## config.mk

```make
export PLATFORM = sky130hd
export DESIGN_NAME = icache
export DESIGN_NICKNAME = d
export VERILOG_FILES = /design/src/rtl/icache.sv
export SDC_FILE = /design/constraint.sdc
export NUM_CORES = 1
export LEC_CHECK = 0
export CAP_MARGIN = 10
export CORE_MARGIN = 10
export CORE_UTILIZATION = 65
export DETAILED_ROUTE_END_ITERATION = 10
export PLACE_DENSITY_LB_ADDON = 0.15
export SYNTH_ARGS = -nofsm -noshare
export SYNTH_HDL_FRONTEND = slang
export SYNTH_SLANG_ARGS = --single-unit
```

## constraint.sdc

```tcl
create_clock -name CLK -period 11.9 [get_ports CLK]
set_input_delay 3.57 -clock CLK [delete_from_list [all_inputs] [get_ports CLK]]
set_output_delay 3.57 -clock CLK [all_outputs]
set_load 0.03 [all_outputs]
```

## src/rtl/icache.sv

```systemverilog
// Direct-mapped, single-word-block instruction cache between fetch and the
// instruction RAM port. Hits answer combinationally; misses do one RAM read.
module icache #(
    parameter int SETS = 16,
    parameter int IDXW = $clog2(SETS)
) (
    input  logic        CLK,
    input  logic        RST,
    input  logic        imemREN,
    input  logic [31:0] imemaddr,
    input  logic        iflush,
    output logic        ihit,
    output logic [31:0] imemload,
    output logic        iREN,
    output logic [31:0] iaddr,
    input  logic [31:0] iload,
    input  logic        iwait
);
    localparam int TAGW = 32 - IDXW - 2;

    typedef enum logic {IDLE, FILL} state_t;

    state_t              state, next_state;
    logic [SETS-1:0]     valid;
    logic [TAGW-1:0]     tag_mem  [SETS];
    logic [31:0]         data_mem [SETS];
    logic [29:0]         miss_word;
    logic                drop;

    logic [IDXW-1:0]     idx;
    logic [TAGW-1:0]     tag;
    logic [IDXW-1:0]     fill_idx;
    logic [TAGW-1:0]     fill_tag;
    logic                hit;
    logic                fill_done;
    logic                fill_write;
    logic                unused_low_bits;

    assign idx       = imemaddr[IDXW+1:2];
    assign tag       = imemaddr[31:IDXW+2];
    assign fill_idx  = miss_word[IDXW-1:0];
    assign fill_tag  = miss_word[29:IDXW];
    assign unused_low_bits = ^imemaddr[1:0];

    // No hit-under-miss: lookups are only answered from IDLE.
    assign hit = (state == IDLE) & imemREN & valid[idx] &
                 (tag_mem[idx] == tag) & ~iflush;

    assign ihit       = hit;
    assign imemload   = hit ? data_mem[idx] : '0;
    assign iREN       = (state == FILL);
    assign iaddr      = {miss_word, 2'b00};
    assign fill_done  = (state == FILL) & ~iwait;
    // A flush seen at any edge of this miss discards the returning word.
    assign fill_write = fill_done & ~drop & ~iflush & ~RST;

    always_ff @(posedge CLK) begin
        if (RST) begin
            state <= IDLE;
        end else begin
            state <= next_state;
        end
    end

    always_comb begin
        next_state = state;
        case (state)
            IDLE: if (imemREN & ~hit & ~iflush) next_state = FILL;
            FILL: if (~iwait) next_state = IDLE;
            default: next_state = IDLE;
        endcase
    end

    always_ff @(posedge CLK) begin
        if (RST) begin
            valid     <= '0;
            miss_word <= '0;
            drop      <= 1'b0;
        end else begin
            if (state == IDLE && next_state == FILL) begin
                miss_word <= imemaddr[31:2];
            end
            if (fill_done) begin
                drop <= 1'b0;
            end else if (state == FILL && iflush) begin
                drop <= 1'b1;
            end
            if (iflush) begin
                valid <= '0;
            end else if (fill_write) begin
                valid[fill_idx] <= 1'b1;
            end
        end
    end

    always_ff @(posedge CLK) begin
        if (fill_write) begin
            tag_mem[fill_idx]  <= fill_tag;
            data_mem[fill_idx] <= iload;
        end
    end
endmodule

```

-- Word-level counts from Yosys, hierarchy flattened
Memories as Yosys holds them, arrays and structs flattened.
Cells that the tools add are included.
Widths: inputs -> output; s select.
- bits in registers: 48
- bits in writable memories: 928
- bits of input ports: 69
- output and inout port bits: 66
- word-level logic and storage cells: 42
- memories: 2
- memory list (memory ; words ; bits a word ; rd ports ; clocked after memory_dff ; wr ports ; line ; source):
    data_mem ; 16 ; 32 ; 1 ; 0 ; 1 ; 26 ; logic [31:0] data_mem [SETS];
    tag_mem ; 16 ; 26 ; 1 ; 0 ; 1 ; 25 ; logic [TAGW-1:0] tag_mem [SETS];
- magnitude comparators: 3
- equality and inequality tests: 1
- mux-type cells: 10
- bitwise logic cells: 17
- reductions and logical operators: 5
- operators with widths (cell ; number):
    $mux 32 ; 1
    $eq 26x26->1 ; 1
    $or 16x16->16 ; 1
    $and 1x1->1 ; 10
    $lt 4x5->1 const B ; 2
    $mux 1 ; 6
    $not 1->1 ; 6
    $bmux 1 s4 ; 1
    $demux 1 s4 ; 1
    $ge 4x1->1 const B ; 1
    $reduce_or 2->1 ; 2
    $logic_and 1x1->1 ; 3
    $pmux 1 s2 ; 1

-- Depth between registers and ports, before layout
Gate-level depths: netlist of run 1.
- depth in word-level cells: 11
- mapped depth: 13
- gate-level depth less buffers: 8

-- Worst setup path after synthesis of run 1
Ideal clock, no wire load.
- path type: input -> output
- start point: input port imemaddr[2]
- end point: output port imemload[0]
- data arrival time: 6687 ps
- required time: 8330 ps
- setup slack: 1643 ps
- cell stages on the path: 10
- path buffers: 2
- cells stage by stage: buf_6 buf_8 mux4_2 o22ai_1 nor2_1 xor2_1 or4b_1 or4_1 or4b_4 nor2b_1
- word-level cells in the longest chain between the ends: 6
- elaborated cells between the ends (all ways): 9
- classes of those cells: 1 x eq/ne; 3 x mux; 3 x bitwise; 2 x memory
- RTL lines (what ; line ; source):
    from (decl) ; 10 ; input logic [31:0] imemaddr,
    parallel branches: the longest is 5 deep, another holds $mem_v2 16x26 ; -- ;
    $mux 32 * ; 50 ; assign imemload = hit ? data_mem[idx] : '0;
    to (decl) ; 13 ; output logic [31:0] imemload,
Mark *: on every way between the ends. The select of a mux whose other input is x is not followed.

-- Final worst setup path of run 1
- start point: input port imemaddr[3]
- end point: output port imemload[21]
The elaborated chain is that of the path after synthesis.

==> results.md, run 1 <==
* Outcome: finished, final reports clean
* DRC at 0
* Synth area leaders: edfxtp_1 (72%), mux4_2 (15%), dfxtp_1 (2.5%)
* Hold path start: valid[5]
* Via count at 19715
* Synth Cell Area at 38700 µm²
* Initial core utilization at 0.655
* Total global routing overflow at 0
* Max cap viols at 0
* Worst r2r dst: miss_word[11]
* Post-CTS Resized at 0
* Fin crit share at 0.950
* Largest area contributor in the netlist: edfxtp_1
* Prevailing post-synth register cell: edfxtp_1
* Hold_buf cts at 0
* Tmin final at 11.31 ns
* Synthesized netlist cell count at 1831
* Slew headroom at 0.170
* CTS Buf Count at 94
* Iteration-0 DRC Markers at 2408
* Critical Path End Type: output port
* Leakage at 0.0141 µW
* Critical path required time at 8.33 ns
* Antenna violations before repair at 0
* Seq cells post-synth at 976
* Drt via density at 6.91
* Max-slew violations at 0
* GRT Total Usage at 0.261
* Final wirelength at 90.5 mm
* First-pass GRT wire length at 135 mm
* Diode count at 0
* NumNets Final at 2067
* Share of the synthesized area in the top cell type at 0.721
* Clk sink count at 976
* Synthesis-to-layout area growth at 13.7%
* Hold Path Sink: valid[5]
* Largest net degree at the start of global routing at 66
* Seq/Total Area, Yosys at 0.745
* Crit-path max FO at 38
* R2R Path Start: tag_mem[6][13]
* Post-CTS Setup Repair Bufs at 0
* Worst hold path type: reg2reg
* Clock H-tree levels at 3
* RePlAce Congestion at 0.827
* Clock Latency Late Sink at 0.65 ns
* Row Count at 89
* Clk slew on worst S/H paths at 0.06 ns
* HPWL Detailed at 46.9 mm
* Fin Setup TNS at 0 ns
* PD cells at 161 nW/µm²
* IO Count at 135
* WL per Instance at 31.7 µm
* Vias in the first global route at 20132
* Synth unique cells at 64
* WHS Path Cells at 1
* Total die area at 69700 µm²
* Die Span X at 264 µm
* First-pass iteration count of the detailed router at 6
* Final Hold Vio Count at 0
* Fmax achieved at 88.4 MHz
* Die Y at 264 µm
* Worst Path Arrival at 7.74 ns
* TritonCTS clock tree: done
* Worst-Margin Slew at 1.25 ns
* RSZ-0062 raised after global routing: no
* Final cell count without fillers at 2853
* Clock Tree Root: clkbuf_16
* Setup violators final at 0
* Worst Path Class, Setup: in2out
* R2r setup slk at 7.80 ns
* Synth Warn # at 0
* Layout cells sized above 1 at 0.258
* Reg2reg path depth at 9
* Worst-case clock buffer depth at 3
* Mean Syn Cell Area at 21.1 µm²
* Worst vdd ir at 0.000146 V
* Core outline area at 59000 µm²
* Setup Skew at 0.0274 ns
* Asr flop ratio synth at 0
* ANT nets after route at 0
* Crit start category: primary input
* Placed Cells at 2675
* PortBufs at 130
* EDFF count, synth at 928
-- synth_stat cells, types with 16 or more instances --
cell / instances
dfxtp_1: 48
a32oi_1: 31
buf_2: 16
nor2b_4: 29
nand2_1: 48
xnor2_1: 18
nor3b_1: 26
edfxtp_1: 928
o21ai_0: 39
clkbuf_1: 59
mux2i_1: 46
o311ai_1: 25
nor2_1: 33
mux4_2: 252
o21a_1: 18
-- cell usage in the layout (no fill, tap or decap), drive strengths merged, types with 7 or more instances in the layout --
| cell | Yosys | final |
|---|---|---|
| edfxtp | 928 | 928 |
| mux4 | 252 | 252 |
| clkbuf | 59 | 129 |
| clkdlybuf4s50 | 0 | 93 |
| buf | 57 | 93 |
| nand2 | 48 | 48 |
| dfxtp | 48 | 48 |
| mux2i | 46 | 46 |
| nor2b | 40 | 40 |
| o21ai | 39 | 39 |
| clkinv | 1 | 36 |
| nor2 | 33 | 33 |
| a32oi | 31 | 31 |
| o311ai | 31 | 31 |
| nor3b | 26 | 26 |
| xnor2 | 18 | 18 |
| o21a | 18 | 18 |
| nor3 | 14 | 14 |
| nand3 | 13 | 13 |
| o22ai | 13 | 13 |
| inv | 8 | 12 |
| nand2b | 8 | 8 |
| nand4 | 8 | 8 |
| bufinv | 0 | 8 |
| a22oi | 7 | 7 |
| xor2 | 7 | 7 |
-- worst max-delay path: stages --
cell	delay, ns
buf_4	0.53
buf_4	0.61
mux2i_1	0.16
a22oi_1	0.24
o21ai_0	0.13
mux2_2	0.34
xnor2_1	0.13
or4_2	0.63
or4b_4	0.73
buf_12	0.26
nor2b_4	0.17
buf_12	0.13
-- metrics by stage --
stage / instance area (µm²) / total power [µW] / hold slack [ns] / utilization / setup slack (ns)
after floorplan: 38700 / 4120 / 0.435 / - / 1.64
after global placement: 41000 / 4250 / 0.440 / 0.694 / 0.689
after global routing: 44000 / 7280 / 0.480 / 0.745 / 0.328
after CTS: 44000 / 7130 / 0.464 / 0.745 / 0.620
after detailed placement: 41000 / 4260 / 0.450 / 0.694 / 0.640
final: 44000 / 7100 / 0.463 / 0.745 / 0.593
-- routing by layer --
layer / part of all wire / GRT usage
met5: 0 / 0
met4: 0.026 / 0.0839
met3: 0.092 / 0.0449
met2: 0.50 / 0.421
met1: 0.38 / 0.362
-- worst max-delay path by stage --
stage	cells after the start	end	startpoint
5_1_grt	13	imemload[21]	imemaddr[4]
6_report	12	imemload[21]	imemaddr[3]
2_1_floorplan	10	imemload[0]	imemaddr[2]
3_3_place_gp	11	imemload[21]	imemaddr[3]
3_5_place_dp	12	imemload[21]	imemaddr[3]
4_1_cts	12	imemload[21]	imemaddr[3]
-- logic make-up (layout without fill, tap and decap cells) --
| kind of cell | after synthesis | in the layout | share of synthesized area |
|---|---|---|---|
| xor+xnor | 25 | 25 | 0.00566 |
| flops | 976 | 976 | 0.745 |
| compound gates | 180 | 180 | 0.0348 |
| buf+inv | 125 | 373 | 0.0168 |
| mux | 303 | 303 | 0.160 |
| simple gates | 221 | 221 | 0.0371 |
| other cells | 1 | 2 | 0.0000970 |
-- cell type report --
class	count	area, µm²
well taps	773	967
fillers	3276	15100
multi-input cells	731	9310
flip-flops and latches	976	28800
clock buffers	129	2500
repair buffers	186	1830
inverters	9	35.0
clock inverters	49	492
-- power by group --
part / internal (µW) / total [µW] / switching [µW]
registers: 3780 / 3830 / 42.3
clock network: 1660 / 2910 / 1250
logic: 164 / 364 / 199
-- flip-flops by register name (all words and copies together) (netlist names) --
signal	cells
tag_mem	416
data_mem	512
drop	1
miss_word	30
valid	16
iREN	1
Note: power is estimated with default switching activity, not from simulation.
==> run 2, diff against run 1 <==
--- a/config.mk
+++ b/config.mk
@@ -5,6 +5,7 @@
 export SDC_FILE = /design/constraint.sdc
 export NUM_CORES = 1
 export LEC_CHECK = 0
+export ABC_AREA = 0
 export CAP_MARGIN = 10
 export CORE_MARGIN = 10
 export CORE_UTILIZATION = 65
==> results of run 2 <==
The final DEF is identical to that of run 1; final timing and power are the same.
